File: src/rtl/conv_row_feeder.sv
// Tile-by-tile pixel fetcher: reads Pix core pixels plus kx/2 halo pixels on each side for the conv loop.
// Optional feature macro CONV_FEEDER_REPLICATE_EN: replicate edge pixels instead of zero padding.
module conv_row_feeder #(
    parameter int kx     = 3,
    parameter int Pix    = 3,
    parameter int RES    = 8,
    parameter int IMG_W  = 12,
    parameter int IMG_H  = 4,
    parameter int ADDR_W = $clog2(IMG_W * IMG_H)
) (
    input  logic                              clk,
    input  logic                              rst_n,
    input  logic                              start,
    output logic                              mem_rd_en,
    output logic [ADDR_W-1:0]                 mem_addr,
    input  logic [RES-1:0]                    mem_rd_data,
    output logic [Pix+(kx/2)-1:0][RES-1:0]    pixel_row,
    output logic [(kx/2)-1:0][RES-1:0]        west_paddings,
    output logic                              pixel_ready,
    input  logic                              kernel_loop_done,
    output logic                              busy,
    output logic                              frame_done
);

    localparam int H  = kx / 2;
    localparam int N  = Pix + 2 * H;
    localparam int T  = IMG_W / Pix;
    localparam int TW = (T > 1) ? $clog2(T) : 1;
    localparam int RW = (IMG_H > 1) ? $clog2(IMG_H) : 1;
    localparam int KW = (N > 1) ? $clog2(N) : 1;
    localparam int CW = $clog2(IMG_W + N) + 2;

    localparam logic signed [CW-1:0] COL0    = CW'(-H);
    localparam logic signed [CW-1:0] PIX_S   = CW'(Pix);
    localparam logic signed [CW-1:0] IMG_W_S = CW'(IMG_W);

    typedef enum logic [1:0] {IDLE, FETCH, DRAIN, PRESENT} state_t;

    state_t                   state_q, state_d;
    logic [TW-1:0]            t_q;
    logic [RW-1:0]            r_q;
    logic [KW-1:0]            k_q;
    logic signed [CW-1:0]     tile_col_q;
    logic [ADDR_W-1:0]        row_base_q;
    logic [RES-1:0]           slot_q [N];
    logic                     pend_valid_q;
    logic                     pend_zero_q;
    logic [KW-1:0]            pend_idx_q;

    logic signed [CW-1:0]     col;
    logic [CW-1:0]            rd_col;
    logic                     slot_read;
    logic                     ack;
    logic                     last_slot;
    logic                     last_tile;
    logic                     last_row;

    always_ff @(posedge clk) begin
        if (!rst_n) state_q <= IDLE;
        else        state_q <= state_d;
    end

    // Column of the current slot, read decision, handshake outputs and next state
    always_comb begin
        state_d     = state_q;
        col         = tile_col_q + $signed(CW'(k_q));
        last_slot   = (k_q == KW'(N - 1));
        last_tile   = (t_q == TW'(T - 1));
        last_row    = (r_q == RW'(IMG_H - 1));
        ack         = (state_q == PRESENT) && kernel_loop_done;
`ifdef CONV_FEEDER_REPLICATE_EN
        slot_read   = 1'b1;
        if (col[CW-1])          rd_col = '0;
        else if (col >= IMG_W_S) rd_col = IMG_W_S - 1'b1;
        else                     rd_col = col;
`else
        slot_read   = !col[CW-1] && (col < IMG_W_S);
        rd_col      = col;
`endif
        mem_rd_en   = (state_q == FETCH) && slot_read;
        mem_addr    = mem_rd_en ? row_base_q + ADDR_W'(rd_col) : '0;
        pixel_ready = (state_q == PRESENT);
        busy        = (state_q != IDLE);
        case (state_q)
            IDLE:    if (start) state_d = FETCH;
            FETCH:   if (last_slot) state_d = DRAIN;
            DRAIN:   state_d = PRESENT;
            PRESENT: if (ack) state_d = (last_tile && last_row) ? IDLE : FETCH;
            default: state_d = IDLE;
        endcase
    end

    // Counters, one-cycle read pipeline into the slot registers, frame completion pulse
    always_ff @(posedge clk) begin
        if (!rst_n) begin
            t_q          <= '0;
            r_q          <= '0;
            k_q          <= '0;
            tile_col_q   <= '0;
            row_base_q   <= '0;
            pend_valid_q <= 1'b0;
            pend_zero_q  <= 1'b0;
            pend_idx_q   <= '0;
            frame_done   <= 1'b0;
            for (int i = 0; i < N; i++) slot_q[i] <= '0;
        end else begin
            frame_done   <= ack && last_tile && last_row;
            pend_valid_q <= (state_q == FETCH);
            pend_zero_q  <= !mem_rd_en;
            pend_idx_q   <= k_q;
            if (pend_valid_q) slot_q[pend_idx_q] <= pend_zero_q ? '0 : mem_rd_data;

            if (state_q == IDLE && start) begin
                t_q        <= '0;
                r_q        <= '0;
                k_q        <= '0;
                tile_col_q <= COL0;
                row_base_q <= '0;
            end
            if (state_q == FETCH) k_q <= last_slot ? '0 : k_q + 1'b1;
            if (ack) begin
                if (!last_tile) begin
                    t_q        <= t_q + 1'b1;
                    tile_col_q <= tile_col_q + PIX_S;
                end else begin
                    t_q        <= '0;
                    tile_col_q <= COL0;
                    if (last_row) begin
                        r_q        <= '0;
                        row_base_q <= '0;
                    end else begin
                        r_q        <= r_q + 1'b1;
                        row_base_q <= row_base_q + ADDR_W'(IMG_W);
                    end
                end
            end
        end
    end

    always_comb begin
        for (int i = 0; i < Pix + H; i++) pixel_row[i] = slot_q[H + i];
        for (int j = 0; j < H; j++)       west_paddings[j] = slot_q[j];
    end

endmodule

File: config.mk
export PLATFORM = sky130hd
export DESIGN_NAME = conv_row_feeder
export DESIGN_NICKNAME = d
export VERILOG_FILES = /design/src/rtl/conv_row_feeder.sv
export SDC_FILE = /design/constraint.sdc
export NUM_CORES = 1
export LEC_CHECK = 0
export ABC_AREA = 1
export CAP_MARGIN = 30
export CORE_UTILIZATION = 50
export DETAILED_ROUTE_END_ITERATION = 16
export PLACE_DENSITY = 0.78
export REMOVE_ABC_BUFFERS = 1
export SETUP_SLACK_MARGIN = 0.1
export SLEW_MARGIN = 10
export SYNTH_ARGS = -nofsm -noshare
export SYNTH_HDL_FRONTEND = slang
export SYNTH_SLANG_ARGS = --single-unit
File: constraint.sdc
create_clock -name clk -period 3.5 [get_ports clk]
set_clock_uncertainty 0.05 [all_clocks]
set_input_delay 0.7 -clock clk [delete_from_list [all_inputs] [get_ports clk]]
set_output_delay 0.7 -clock clk [all_outputs]
set_load 0.01 [all_outputs]
==> impl_metrics.py <==
metrics = {
    "placement": {
        "hpwl_um": 5020,
        "place_ws_ns": -0.0321,
        "portBuffers": 61,
        "gp_congestion": 0.899,
    },
    "timing": {
        "timing.final.ws_setup_ns": 0.175,
        "rsz0062_at_grt": "yes",
        "slew-limit-headroom_pct": 65.6,
        "tightest_slew_ns": 0.514,
        "hold_ws_ns": 0.386,
        "max_freq_ghz": 0.301,
        "drv_slew": 0,
        "setup_viol": 0,
        "hold_viol": 0,
        "fin_crit_ns": 3.33,
        "fin_crit_sh_pct": 95.0,
    },
    "logic_synthesis": {
        "yosys-mux-area-fraction_pct": 0,
        "synth_most_common_cell": "nand2_1",
        "syn_avg_cell_area_um2": 9.29,
        "synth_simple_gate_area_share_pct": 20.6,
        "syn_inst": 346,
        "synth_top_area_share_pct": 37.4,
        "yosysTopAreaCell": "edfxtp_1",
        "synthAdderAreaFrac_pct": 8.25,
        "synth_compound_area_share_pct": 7.35,
        "yosys.area_share.xor_xnor_pct": 2.18,
        "async_reset_ff_share_pct": 0,
        "syn-cell-area_um2": 3220,
        "synth_top_family_by_area": "simple AND/OR/NAND/NOR gates",
        "synth_edf_count": 40,
        "ys_top_cells_by_area": "edfxtp_1, dfxtp_1, nand2_1, ha_1, nor2_1",
        "synth-seq-cells": 68,
        "yosysUniqueCellTypes": 30,
        "synth_common_cells": "nand2_1, nor2_1, inv_1",
        "ys_seq_area_share_pct": 54.8,
        "yosysWarnings": 0,
        "synthFlopType": "edfxtp_1",
    },
    "setup_path": {
        "critPathMaxFanout": 3,
        "required_ns": 2.75,
        "cp.arrival_ns": 2.58,
        "worst_setup_path_end_kind": "output pin",
        "critPathKind": "reg2out",
        "start_kind": "flop",
    },
    "drt": {
        "wl_met3_um": 574,
        "wl_met2_um": 3490,
        "wl_met1_um": 3150,
        "ant_nets": 0,
        "drc": 0,
        "viasPerCell": 5.30,
        "drt-initial-drc-count": 199,
        "top_layer": "met4",
        "routed-via-count": 2665,
        "drt-total-wl_um": 7460,
        "drt-pass1-iter-count": 5,
        "post_drt_wl_per_cell_um": 14.8,
    },
    "worst_hold_path": {
        "hold_class": "reg2reg",
    },
    "power": {
        "p_per_area_nw_per_um2": 531,
        "sw_frac_of_total_pct": 33.6,
        "power_frac_seq_pct": 42.7,
        "ir_drop_mv": 0.373,
        "clkPwrFrac_pct": 29.3,
        "p_leak_nw": 1.80,
        "combPwrFrac_pct": 27.9,
        "switchingPower_uw": 765,
        "intPower_mw": 1.51,
    },
    "floorplanning": {
        "die_area_um2": 6760,
        "rows": 28,
        "core_area_um2": 6060,
        "fp.dieH_um": 82.2,
        "die_w_um": 82.2,
        "pin_count": 62,
        "start_util_pct": 53.1,
    },
    "cts": {
        "cts_tree": "yes",
        "cts_sinks": 68,
        "cts-root-buf": "clkbuf_8",
        "clock_latency_ns": 0.35,
        "clk_pin_slew_ns": 0.08,
        "ctsHtreeMaxLevel": 3,
        "cts_buffers": 9,
        "clockBufferDepth": 2,
    },
    "grt": {
        "grt_max_degree": 21,
        "overflow": 0,
        "antenna_found_initial": 0,
        "grt_pass1_wl_um": 11500,
        "grt_usage_pct": 23.3,
        "grt_pass1_vias": 2463,
    },
    "run_status": {
        "outcome": "finished, final reports clean",
    },
    "flow_run": {
        "drv_cap": 0,
    },
    "cells_and_area": {
        "fillers": 428,
        "regArea_um2": 1760,
        "drive_gt1_share_pct": 14.3,
        "area_delta_synth_final_pct": 33.3,
        "num_antenna_cells": 0,
        "multiInputGateArea_um2": 1360,
        "final_nets": 455,
    },
}
## final timing paths
| path | startpoint | to | slack (ns) | cells after the start |
|---|---|---|---|---|
| setup / recovery | k_q[0] | mem_addr[5] | 0.17 | 15 |
| hold / removal | row_base_q[0] | row_base_q[0] | 0.39 | 2 |
| setup reg to reg | k_q[0] | pend_zero_q | 1.64 | 10 |
| hold reg to reg | row_base_q[0] | row_base_q[0] | 0.39 | 2 |
## sequential cells by signal, summed over array words and instances (netlist names)
name	cells
row_base_q	6
pend_idx_q	3
pend_zero_q	1
r_q	2
frame_done	1
pend_valid_q	1
state_q	2
t_q	2
k_q	3
tile_col_q	7
slot_q	40
## area by class of cell
| class | instances | area share, % |
|---|---|---|
| tap | 75 | 2.19 |
| timing repair buffer | 69 | 15.5 |
| multi-input combinational | 222 | 31.8 |
| clock inverter | 7 | 1.90 |
| inverter | 53 | 4.64 |
| clock buffer | 9 | 2.89 |
| sequential | 68 | 41.1 |
## worst max-delay path, cell delays in order, from the launching register on
cell and delay, ns:
dfxtp_1 0.33, ha_2 0.18, fa_2 0.38, nand3_2 0.11
nand2_2 0.06, nand2_2 0.10, nand2_4 0.07, ha_4 0.29
nand2_1 0.10, nor3_2 0.17, a21oi_2 0.09, inv_1 0.06
nand2_1 0.05, nand2_1 0.07, nor2_2 0.03, buf_2 0.13
## metrics by stage
step                cell area, um2  std cells  util [%]  power, mW  setup TNS, ns
floorplan                     3190        343         -       1.33              0
global placement              3930        483      64.8       1.53              0
detailed placement            3930        483      64.8       1.55        -0.0321
CTS                           4210        501      69.5       2.24              0
global route                  4290        503      70.7       2.40              0
finish                        4290        503      70.7       2.28              0
## per-layer routing
layer,track usage [%],up-vias
li1,-,1285
met1,28.0,1202
met2,38.8,150
met3,4.73,28
met4,13.2,0
met5,0,-
## timing repair
action / CTS / global route
hold buffers: 0 / 0
gates cloned: 0 / 0
setup endpoints to repair: 5 / 6
resized for setup: 25 / 14
setup buffers: 2 / 2
pin swaps: 7 / 7
## kinds of logic after synthesis
family | after synthesis
AO/OA/AOI/OAI | 42
AND/OR/NAND/NOR | 152
flip-flops | 68
XOR/XNOR | 8
buffers and inverters | 56
adder cells (fa/ha/maj) | 20
## cells in the final DEF (no fill, tap or decap), types with 2 or more instances in the layout
cell type	synthesis	routed
buf_4	0	8
xor2_1	6	5
dfxtp_2	0	2
ha_4	0	4
dlymetal6s2s_1	0	2
nand3_2	1	2
nand2_1	62	59
nor3_1	3	2
nor2_2	3	3
clkbuf_8	0	9
dfxtp_1	28	26
a21oi_2	0	4
nor2_1	57	57
a221oi_1	2	2
clkdlybuf4s50_1	0	55
ha_1	18	13
nand2_2	4	6
inv_2	1	2
fa_2	0	2
inv_1	51	50
a21oi_1	16	12
nand3_1	18	17
dlygate4sd2_1	0	2
o21ai_0	15	14
inv_6	0	4
buf_2	2	2
o22ai_1	3	3
edfxtp_1	40	40
## power groups by stage
stage / Clock, mW / Sequential [mW] / Combinational, mW
3_3_place_gp: 0 / 0.982 / 0.547
3_5_place_dp: 0 / 0.986 / 0.563
4_1_cts: 0.678 / 0.969 / 0.595
2_1_floorplan: 0 / 0.988 / 0.343
5_1_grt: 0.715 / 0.980 / 0.709
6_report: 0.668 / 0.974 / 0.636
(Power assumes the default switching activity.)
